--- src/rtl/full_hk_rclk.sv ---
// Read-clock-domain half of a four-phase full-handshake CDC pair: synchronizes wr_vld,
// captures wr_data once per handshake, returns rd_ack, and buffers words in a valid/ready FIFO.
module full_hk_rclk #(
  parameter int unsigned DW          = 8,
  parameter int unsigned SYNC_STAGES = 2,
  parameter int unsigned DEPTH       = 2,
  parameter int unsigned CNT_W       = 16
) (
  input  logic             clk,
  input  logic             rst,
  input  logic             wr_vld,
  input  logic [DW-1:0]    wr_data,
  output logic             rd_ack,
  output logic             out_vld,
  output logic [DW-1:0]    out_data,
  input  logic             out_rdy,
  output logic [CNT_W-1:0] xfer_cnt,
  output logic             fifo_full
);

  localparam int unsigned AW = (DEPTH > 1) ? $clog2(DEPTH) : 1;
  localparam int unsigned CW = $clog2(DEPTH + 1);

  typedef enum logic {
    IDLE,
    ACK
  } state_t;

  state_t                 state;
  logic [SYNC_STAGES-1:0] sync_q;
  logic                   vld_s;
  logic [DW-1:0]          mem [DEPTH];
  logic [AW-1:0]          wr_ptr;
  logic [AW-1:0]          rd_ptr;
  logic [CW-1:0]          count;
  logic                   push;
  logic                   pop;

  assign vld_s = sync_q[SYNC_STAGES-1];

  // Full is judged on the registered count, so a pop never frees space for a capture
  // in the same cycle; the blocked request is taken on the following edge.
  assign push      = (state == IDLE) && vld_s && (count != CW'(DEPTH));
  assign pop       = out_vld && out_rdy;
  assign out_vld   = (count != '0);
  assign fifo_full = (count == CW'(DEPTH));
  assign out_data  = mem[rd_ptr];

  always_ff @(posedge clk) begin
    // NOTE: the storage is cleared on reset as well, because out_data is required to read
    // zero after reset; this is affordable only because the FIFO is a handful of flops.
    if (rst) begin
      sync_q   <= '0;
      state    <= IDLE;
      rd_ack   <= 1'b0;
      xfer_cnt <= '0;
      wr_ptr   <= '0;
      rd_ptr   <= '0;
      count    <= '0;
      for (int i = 0; i < int'(DEPTH); i++) mem[i] <= '0;
    end else begin
      // NOTE: non-blocking assignments everywhere here, so every flop samples the
      // pre-edge value of the others and the synchronizer chain shifts one stage per edge.
      sync_q <= {sync_q[SYNC_STAGES-2:0], wr_vld};

      case (state)
        IDLE: begin
          if (push) begin
            state    <= ACK;
            rd_ack   <= 1'b1;
            xfer_cnt <= xfer_cnt + CNT_W'(1);
          end
        end
        ACK: begin
          if (!vld_s) begin
            state  <= IDLE;
            rd_ack <= 1'b0;
          end
        end
        default: begin
          state  <= IDLE;
          rd_ack <= 1'b0;
        end
      endcase

      // wr_data is stable by protocol whenever push is asserted.
      if (push) begin
        mem[wr_ptr] <= wr_data;
        wr_ptr      <= wr_ptr + AW'(1);
      end
      if (pop) rd_ptr <= rd_ptr + AW'(1);

      case ({push, pop})
        2'b10:   count <= count + CW'(1);
        2'b01:   count <= count - CW'(1);
        default: count <= count;
      endcase
    end
  end

endmodule

--- config.mk ---
export PLATFORM = sky130hd
export DESIGN_NAME = full_hk_rclk
export DESIGN_NICKNAME = d
export VERILOG_FILES = /design/src/rtl/full_hk_rclk.sv
export SDC_FILE = /design/constraint.sdc
export NUM_CORES = 1
export LEC_CHECK = 0
export CORE_UTILIZATION = 29
export CTS_CLUSTER_DIAMETER = 80
export DETAILED_ROUTE_END_ITERATION = 8
export PLACE_DENSITY = 0.51
export SETUP_SLACK_MARGIN = 0.05
export SLEW_MARGIN = 0
export SYNTH_ARGS = -nofsm -noshare
export SYNTH_HDL_FRONTEND = slang
export SYNTH_SLANG_ARGS = --single-unit
--- constraint.sdc ---
create_clock -name clk -period 1.9 [get_ports clk]
set_clock_uncertainty 0.05 [all_clocks]
set_input_delay 0.38 -clock clk [delete_from_list [all_inputs] [get_ports clk]]
set_output_delay 0.38 -clock clk [all_outputs]
set_load 0.1 [all_outputs]
-- After elaboration in Yosys (flattened, before gate mapping)
Memory sizes are Yosys's and may differ from the RTL's. A register that Yosys moved wholly into a read port is not among the register bits.
Cells that the tools add are included.
- register bits: 24
- RAM bits: 16
- bits of input ports: 12
- output and inout port bits: 27
- logic and storage cells: 44
- memories kept: 1
- memories (name ; depth ; bits a word ; read ports ; clocked after memory_dff ; write ports ; line ; source):
    mem ; 2 ; 8 ; 1 ; 1 ; 2 ; 32 ; logic [DW-1:0] mem [DEPTH];
- $add $sub $neg: 5
- eq/ne operators: 6
- mux-type cells: 16
- bitwise operators: 1
- reduce and logical (&&, ||, !) cells: 8
- operators with widths (cell ; count):
    $add 16x1->16 const B ; 1
    $mux 1 ; 12
    $mux 8 ; 1
    $reduce_or 8->1 ; 1
    $ne 2x2->1 const B ; 3
    $eq 2x2->1 const B ; 2
    $pmux 1 s2 ; 2
    $pmux 2 s2 ; 1
    $reduce_and 2->1 ; 2
    $reduce_bool 2->1 ; 2
    $logic_and 1x1->1 ; 3
    $add 1x1->1 const B ; 2
    $add 2x1->2 const B ; 1
    $eq 2x1->1 const B ; 1
    $sub 2x1->2 const B ; 1
    $not 1->1 ; 1

-- Logic depth before layout (Yosys ltp)
Gate-level depths: netlist of the first run.
- depth after elaboration: 8
- depth in mapped cells: 7

-- Least setup slack after synthesis of the first run
Ideal clock, no wire load.
- path type: reg-to-reg
- start point: register xfer_cnt[0]
- end point: register xfer_cnt[14]
- arrival: 2239 ps
- required time: 1780 ps
- setup slack: -459 ps
- cell stages (with the launch flop): 6
- cells stage by stage: dfxtp_1 > ha_1 > and4_1 > nand3_2 > or4_1 > a21oi_1
- cells in the longest elaborated chain, start to end: 1
- RTL lines (what ; line ; source):
    start: declaration ; 17 ; output logic [CNT_W-1:0] xfer_cnt,
    start signal: assignment ; 71 ; xfer_cnt <= xfer_cnt + CNT_W'(1);
    $add 16x1->16 ; 71 ;
No other way between the ends.
A chain may end at the register's enable or synchronous reset.

-- Worst setup path in the final report of the first run
- start point: register count[0]
- end point: output port fifo_full
- cells in the longest elaborated chain, start to end: 1
- RTL lines (what ; line ; source):
    start: declaration ; 35 ; logic [CW-1:0] count;
    start signal: assignment ; 94 ; 2'b10: count <= count + CW'(1);
    start signal: assignment ; 95 ; 2'b01: count <= count - CW'(1);
    start signal: assignment ; 96 ; default: count <= count;
    $eq 2x2->1 ; 46 ; assign fifo_full = (count == CW'(DEPTH));
    end: declaration ; 18 ; output logic fifo_full
No other way between the ends.

==> reports/metrics.yaml, run 1 <==
synth_cells: 165
fin_total_pwr_uw: 2280
slew_headroom_pct: 70.7
worstPathRequired_ns: 1.47
die_y_um: 80.4
holdWs_ns: 0.397
dieArea_um2: 6460
cp-start-kind: "flip-flop"
synth-edff-count: 16
grt_pass1_vias: 1377
setup_viol: 0
vdd_drop_max_mv: 0.301
ys.flop_type: "dfxtp_1"
coreArea_um2: 5920
outcome: "finished, final reports clean"
cts_buffer_depth: 2
place.gp.congestion: 0.774
drt.antenna.violating_nets: 0
vias: 1361
synth-seq-area-share_pct: 55.1
track_usage_pct: 12.8
area_growth_pct: 51.9
cap_violations: 0
p_leak_uw: 0.00102
hold_class: "reg -> reg"
wl_per_cell_um: 13.2
port_buffers: 38
avgSynthCellArea_um2: 10.8
synth_nets: 179
dpl-instance-area_um2: 2570
post_cts_buffers: 0
synth_warnings: 0
fin_crit_sh_pct: 91.7
cp.arrival_ns: 1.31
htree_levels: 2
final_area_um2: 2700
slew_violations: 0
worstSetupEndpointType: "primary output"
hpwl_um: 2760
cts_sinks: 41
fin_crit_ns: 1.74
nFillCells: 554
initialDrtViolationCount: 46
ios: 39
rsz0062_at_grt: "no"
start_util_pct: 30.1
drt_pass1_iterations: 4
grt_max_degree: 23
clk_latency_ns: 0.29
worst_pin_slew_ns: 0.439
synth_cell_types: 33
grt_overflow: 0
hold_violations: 0
final_nets: 225
cp_max_fo: 8
cts_tree: "built"
via_per_inst: 4.74
drc: 0
die_width_um: 80.4
synthArstFlopShare_pct: 0
ctsHoldBuffers: 0
worst_slack_ns: 0.157
syn_area_um2: 1780
mostFrequentLayoutCells: "buf_12 (27), and2_1 (18), edfxtp_1 (16), a21oi_1 (12), dfxtp_2 (12)"
power_density_nw_per_um2: 843
cts_made_buffers: 5
n_antenna_cell: 0
timing.fmax_mhz: 574
dp_slack_ns: -0.00398
path_clk_slew_ns: 0.07
synth_seq_cells: 41
grt_antenna_before_repair: 0
final_layout_size_suffix_gt1_share_pct: 35.4
grt_pass1_wl_um: 6240
final_common_cell: "buf_12"
cts-root-buf: "clkbuf_8"
routed_wirelength_um: 3780
worst-setup-path-type: "reg -> out"
num_rows: 28
layer usage:
layer	track usage [%]	up-vias	routed length, um
li1	-	677	-
met1	15.2	641	1630
met2	21.4	37	1880
met3	3.18	6	221
met4	6.25	0	44
met5	0	-	0
registers in the layout (all words and copies together) (netlist names), named ones only:
register,cells
wr_ptr,1
rd_ptr,1
rd_ack,1
xfer_cnt,16
mem,16
sync_q,2
count,2
state,1
per-stage QoR:
stage                     TNS (ns)  util [%]  instances
after floorplan                  0         -        165
after global placement           0      43.4        279
after detailed placement  -0.00398      43.4        279
after CTS                        0      45.2        287
after global routing             0      45.7        287
final                            0      45.7        287
synth_stat cells (all sizes together) (5+ instances only):
cell    number  area (um2)
mux2         8        90.1
dfxtp       25         500
nand2        7        28.8
o21ai        8        40.0
nand3        5        30.0
a21oi       12        60.1
xor2         9        78.8
nor2        11        41.3
and2        18         113
edfxtp      16         480
or3          7        43.8
nand4        5        37.5
kinds of logic after synthesis:
group	Yosys count	share of synthesized area, %
buffers and inverters	10	2.81
DFF	41	55.1
and+or+nand+nor	70	23.3
adders and majority gates	2	1.41
muxes	8	5.06
AOI/OAI and AO/OA	23	6.89
xor gates and xnor gates	11	5.41
timing repair:
| action | CTS | global route |
|---|---|---|
| endpoints found under the setup margin | 8 | 19 |
| endpoints found under the hold margin | 0 | 0 |
| resized for setup | 1 | 6 |
path summary, 6_finish.rpt:
kind	cells past startpoint	slack, ns	startpoint	to
setup / recovery	4	0.16	count[0]$_SDFFE_PP0P_	fifo_full
hold / removal	1	0.40	sync_q[0]$_SDFF_PP0_	sync_q[1]$_SDFF_PP0_
setup reg to reg	5	0.18	count[0]$_SDFFE_PP0P_	mem[1][7]$_SDFFCE_PN0P_
hold reg to reg	1	0.40	sync_q[0]$_SDFF_PP0_	sync_q[1]$_SDFF_PP0_
worst max-delay path, cell delays in order (launching register included):
cell and delay (ns):
dfxtp_1 0.35, nand2b_2 0.23, buf_4 0.18, inv_2 0.09
buf_12 0.17
where the power goes:
group	switching (uW)	internal (uW)	total, uW
Clock	296	388	684
Combinational	370	240	610
Sequential	34.3	951	985
Total	700	1580	2280
layout make-up:
class	instances	area [um2]	share of cell area, %
repair buffers	46	711	26.3
well taps	75	93.8	3.47
clock buffers	6	72.6	2.68
flip-flops and latches	41	1000	37.1
inverters	3	11.3	0.416
multi-input cells	114	778	28.8
clock inverters	2	33.8	1.25
(Power assumes the default switching activity.)
==> inputs of run 2 (changes only) <==
--- a/config.mk
+++ b/config.mk
@@ -5,11 +5,13 @@
 export SDC_FILE = /design/constraint.sdc
 export NUM_CORES = 1
 export LEC_CHECK = 0
-export CORE_UTILIZATION = 29
+export CORE_UTILIZATION = 49
 export CTS_CLUSTER_DIAMETER = 80
 export DETAILED_ROUTE_END_ITERATION = 8
-export PLACE_DENSITY = 0.51
+export GPL_TIMING_DRIVEN = 0
+export PLACE_DENSITY = 0.78
 export SETUP_SLACK_MARGIN = 0.05
+export SKIP_LAST_GASP = 1
 export SLEW_MARGIN = 0
 export SYNTH_ARGS = -nofsm -noshare
 export SYNTH_HDL_FRONTEND = slang
==> run 2 against run 1 <==
Compared with the run above:
- wire length decreased by 3.0%
- first-iteration DRC count fell by 26%
- worst setup slack worse by 0.030 ns
- via count is 1.9% higher
- flip-flop and latch count did not move
- worst hold slack got worse by 0.0057 ns
- core utilization up 25 points
- critical path type unchanged
==> reports/metrics.yaml, run 2 (same netlist as run 1, synthesis figures left out) <==
outcome: "finished, final reports clean"
rsz0062_at_grt: "yes"
cp.arrival_ns: 1.34  # +0.03 ns
grt_overflow: 0  # unchanged
coreArea_um2: 3420  # -42%
dp_cells: 249  # -11%
fin_cells: 259  # -9.8%
met2_usage_pct: 37.0  # +16 points
worstSetupEndpointType: "primary output"
vdd_drop_max_mv: 0.396  # +31%
routed_wirelength_um: 3670  # -3.0%
hold_class: "reg -> reg"
ios: 39  # unchanged
n_antenna_cell: 0  # unchanged
vias: 1387  # +1.9%
track_usage_pct: 21.1  # +8.3 points
worst_pin_slew_ns: 0.551  # +0.111 ns
worst-setup-path-type: "reg -> out"
ctsHoldBuffers: 0  # unchanged
drt_pass1_iterations: 4  # unchanged
final_layout_size_suffix_gt1_share_pct: 34.3  # -1.1 points
reg2reg_depth: 6  # +1
cts_buffer_depth: 2  # unchanged
reg_top3: "mem: 16 flops, xfer_cnt: 16 flops"
hold_violations: 0  # unchanged
die_y_um: 62.3  # -22%
final_common_cell: "and2_1"
slew_headroom_pct: 63.5  # -7.2 points
htree_levels: 2  # unchanged
cts_tree: "built"
grt.busiest_layer: "met2"
gr-usage-met1_pct: 24.7  # +9.5 points
holdWs_ns: 0.392  # -0.00574 ns
wl_per_cell_um: 14.2  # +7.5%
grt_pass1_vias: 1368  # -0.65%
worstPathRequired_ns: 1.47  # about the same
setup_viol: 0  # unchanged
timing.fmax_mhz: 564  # -1.7%
grt_pass1_wl_um: 6400  # +2.5%
cts_made_buffers: 5  # unchanged
fin_crit_ns: 1.77  # +0.0299 ns
path_clk_slew_ns: 0.12  # +0.05 ns
power_density_nw_per_um2: 851  # +0.90%
drc: 0  # unchanged
utilization_pct: 70.5  # +25 points
die_width_um: 62.3  # -22%
area_growth_pct: 35.3
hpwl_um: 2560  # -7.0%
initialDrtViolationCount: 34  # -26%
hold_depth: 1  # unchanged
final_area_um2: 2410  # -11%
grt_antenna_before_repair: 0  # unchanged
dpl-instance-area_um2: 2240  # -13%
final_nets: 226  # +0.44%
cp-start-kind: "flip-flop"
via_per_inst: 5.36  # +13%
cts-root-buf: "clkbuf_4"
cap_violations: 0  # unchanged
drt.antenna.violating_nets: 0  # unchanged
port_buffers: 38  # unchanged
mostFrequentLayoutCells: "and2_1 (18), clkdlybuf4s15_2 (17), edfxtp_1 (16), dfxtp_2 (13), a21oi_1 (12)"
p_leak_uw: 0.000911  # -11%
place.gp.congestion: 0.755  # -2.4%
num_rows: 21  # -25%
grt_max_degree: 14  # -39%
clk_latency_ns: 0.35  # +0.06 ns
cts_sinks: 41  # unchanged
start_util_pct: 52.1  # +22 points
cp_max_fo: 10  # +2
dieArea_um2: 3880  # -40%
fin_crit_sh_pct: 93.3  # +1.6 points
slew_violations: 0  # unchanged
use_met3_pct: 5.51  # +2.3 points
==> run 2: cell types whose count changed in the layout (fill, tap and decap cells not counted), moves of 2 or more <==
cell and delta:
buf_12 -26, buf_2 +2, buf_4 -5, buf_6 +10, clkbuf_4 +5, clkbuf_8 -5, clkdlybuf4s15_2 +17, dfxtp_1 -2
==> run 2: final timing paths <==
| check | start | endpoint | slack [ns] |
|---|---|---|---|
| worst min register to register | sync_q[0]$_SDFF_PP0_ | sync_q[1]$_SDFF_PP0_ | 0.39 |
| worst min-delay path | sync_q[0]$_SDFF_PP0_ | sync_q[1]$_SDFF_PP0_ | 0.39 |
| worst max-delay path | count[0]$_SDFFE_PP0P_ | fifo_full | 0.13 |
| worst max register to register | sync_q[1]$_SDFF_PP0_ | count[1]$_SDFFE_PP0P_ | 0.13 |
==> run 2: stage by stage <==
| step | TNS (ns) | setup slack, ns | power [uW] |
|---|---|---|---|
| 5_1_grt | 0 | 0.0243 | 2140 |
| 2_1_floorplan | 0 | 0.0406 | 1390 |
| 4_1_cts | 0 | 0.0215 | 2040 |
| 6_report | 0 | 0.127 | 2050 |
| 3_5_place_dp | -9.96 | -0.583 | 1510 |
| 3_3_place_gp | -8.74 | -0.556 | 1500 |
==> run 2: layout make-up <==
cell class,instances,area (um2)
Buffer,6,35.0
Sequential cell,41,1010
Inverter,3,11.3
Multi-Input combinational cell,114,774
Clock inverter,3,41.3
Tap cell,46,57.6
Timing Repair Buffer,41,443
Clock buffer,5,37.5
Fill cell,246,1010
==> run 2: per-layer routing <==
layer	vias up	part of all wire [%]
met5	-	0
li1	679	-
met3	4	5.4
met4	0	0.90
met1	659	42
met2	45	52
==> run 2: power by group <==
group	internal (uW)	leakage (uW)	total, uW	switching, uW
Combinational	159	0.000494	517	358
Clock	272	0.0000389	546	274
Sequential	953	0.000378	986	32.5
Total	1380	0.000911	2050	664
==> run 2: worst max-delay path: stages, from the launching register on <==
cell and delay, ns:
dfxtp_2 0.36, nand2b_1 0.15, buf_6 0.15, inv_1 0.10, buf_6 0.23
==> run 2: what timing repair did <==
| action | 4_1_cts | 5_1_grt |
|---|---|---|
| gates cloned | 0 | 0 |
| setup buffers | 1 | 2 |
| resized for setup | 116 | 13 |
| setup endpoints to repair | 52 | 11 |
==> inputs of run 3 (changes only) <==
--- a/config.mk
+++ b/config.mk
@@ -5,6 +5,7 @@
 export SDC_FILE = /design/constraint.sdc
 export NUM_CORES = 1
 export LEC_CHECK = 0
+export CORE_ASPECT_RATIO = 0.9
 export CORE_UTILIZATION = 49
 export CTS_CLUSTER_DIAMETER = 80
 export DETAILED_ROUTE_END_ITERATION = 8
==> run 3 against run 2 <==
Compared with the run above:
- via count decreased by 2.1%
- core utilization decreased by 1.0 points
- worst hold slack improved by 0.0067 ns
- global-route usage increased by 1.2 points
- critical path depth decreased by 2
- worst setup slack got worse by 0.029 ns
- fmax decreased by 1.6%
- die area about the same
- cell area decreased by 1.1%
- sequential share of layout area increased by 0.41 points
- critical path type unchanged
==> reports/metrics.yaml, run 3 (same netlist as run 1, synthesis figures left out) <==
grt_antenna_before_repair: 0  # unchanged
outcome: "finished, final reports clean"
drt.antenna.violating_nets: 0  # unchanged
cap_violations: 0  # unchanged
worst_hold_startpoint: "sync_q[0]$_SDFF_PP0_"
setup_viol: 0  # unchanged
worstPathRequired_ns: 1.47  # about the same
reg_top3: "mem: 16 flops, xfer_cnt: 16 flops"
slew_violations: 0  # unchanged
worst_pin_slew_ns: 0.577  # +0.0266 ns
cp_max_fo: 4  # -6
place.gp.congestion: 0.779  # +3.2%
dpl-instance-area_um2: 2240  # -0.11%
cts_made_buffers: 5  # unchanged
cts_tree: "built"
track_usage_pct: 22.3  # +1.2 points
hold_violations: 0  # unchanged
num_rows: 20  # -4.8%
final_common_cell: "and2_1"
die_width_um: 65.5  # +5.2%
p_leak_uw: 0.000909  # -0.20%
holdPathEnd: "sync_q[1]$_SDFF_PP0_"
coreArea_um2: 3430  # +0.37%
grt_overflow: 0  # unchanged
hold_depth: 1  # unchanged
vias: 1358  # -2.1%
final_nets: 226  # unchanged
fin_cells: 257  # -0.77%
worst_slack_ns: 0.0982  # -0.0287 ns
wl_per_cell_um: 14.7  # +3.6%
cts_sinks: 41  # unchanged
initialDrtViolationCount: 82  # +140%
routed_wirelength_um: 3770  # +2.8%
dp_slack_ns: -0.597  # -0.0145 ns
die_y_um: 59.2  # -5.0%
n_antenna_cell: 0  # unchanged
worstSetupEndpointType: "primary output"
drc: 0  # unchanged
cp.arrival_ns: 1.37  # +0.03 ns
path_clk_slew_ns: 0.08  # -0.04 ns
nFillCells: 263  # +6.9%
start_util_pct: 51.9  # -0.19 points
fin_crit_sh_pct: 94.8  # +1.5 points
rsz0062_at_grt: "yes"
worst-setup-path-type: "reg -> out"
grt_pass1_vias: 1410  # +3.1%
power_density_nw_per_um2: 918  # +8.0%
hold_class: "reg -> reg"
hpwl_um: 2670  # +4.2%
slew_headroom_pct: 61.7  # -1.8 points
port_buffers: 38  # unchanged
dp_cells: 247  # -0.80%
grt_max_degree: 15  # +1
dieArea_um2: 3880  # about the same
grt_pass1_wl_um: 6300  # -1.5%
htree_levels: 2  # unchanged
clk_latency_ns: 0.30  # -0.05 ns
reg2reg_depth: 5  # -1
ctsHoldBuffers: 0  # unchanged
area_growth_pct: 33.8
vdd_drop_max_mv: 0.493  # +24%
cts_buffer_depth: 2  # unchanged
via_per_inst: 5.28  # -1.3%
timing.fmax_mhz: 555  # -1.6%
ios: 39  # unchanged
drt_pass1_iterations: 6  # +2
holdWs_ns: 0.398  # +0.00667 ns
cts-root-buf: "clkbuf_8"
fin_crit_ns: 1.80  # +0.0287 ns
mostFrequentLayoutCells: "and2_1 (18), clkdlybuf4s15_2 (17), edfxtp_1 (16), a21oi_1 (12), dfxtp_2 (12)"
final_area_um2: 2380  # -1.1%
reg2reg_to: "count[1]$_SDFFE_PP0P_"
rr_startpoint: "count[0]$_SDFFE_PP0P_"
r2r_slack_ns: 0.11  # -0.02 ns
final_layout_size_suffix_gt1_share_pct: 33.8  # -0.47 points
cp-start-kind: "flip-flop"
utilization_pct: 69.5  # -1.0 points
[run 3: report_power, final]
| part | leakage, uW | switching [uW] | internal, uW |
|---|---|---|---|
| logic | 0.000477 | 357 | 135 |
| registers | 0.000378 | 34.0 | 953 |
| clock network | 0.0000543 | 316 | 393 |
| total | 0.000909 | 707 | 1480 |
[run 3: final cells by class]
type,count,area (um2),share of cell area (%)
flip-flops and latches,41,1010,42.3
well taps,44,55.1,2.31
multi-input cells,114,772,32.4
clock inverters,3,46.3,1.94
inverters,3,11.3,0.473
clock buffers,5,68.8,2.89
repair buffers,41,387,16.2
plain buffers,6,35.0,1.47
[run 3: how the worst max path moves through the flow]
stage	depth (start not counted)	slack [ns]	start	to
after global routing	6	-0.02	count[0]$_SDFFE_PP0P_	count[1]$_SDFFE_PP0P_
after detailed placement	3	-0.60	flip-flop	out_data[2]
final	2	0.1	count[0]$_SDFFE_PP0P_	out_vld
after global placement	3	-0.56	flip-flop	out_data[7]
after CTS	2	0.06	flip-flop	out_data[1]
after floorplan	3	0.04	xfer_cnt[13]$_SDFFE_PP0P_	xfer_cnt[14]$_SDFFE_PP0P_
[run 3: per-stage QoR]
step	setup TNS, ns	total power, uW
6_report	0	2190
5_1_grt	-0.0192	2270
4_1_cts	0	2190
3_5_place_dp	-9.20	1510
3_3_place_gp	-8.31	1490
2_1_floorplan	0	1390
[run 3: timing repair]
action / CTS / global route
endpoints found under the hold margin: 0 / 0
buffers inserted: 1 / 2
pin swaps: 0 / 0
setup endpoints to repair: 44 / 16
resized for setup: 107 / 3
[run 3: worst max-delay path: stages (launching register included)]
cell	delay, ns
dfxtp_2	0.35
or2_4	0.25
clkdlybuf4s18_2	0.47
[run 3: metal layers]
metal / vias up / track usage, % / routed length [um]
li1: 673 / - / -
met1: 638 / 26.1 / 1650
met2: 37 / 37.1 / 1840
met3: 10 / 6.35 / 172
met4: 0 / 12.1 / 107
met5: - / 0 / 0
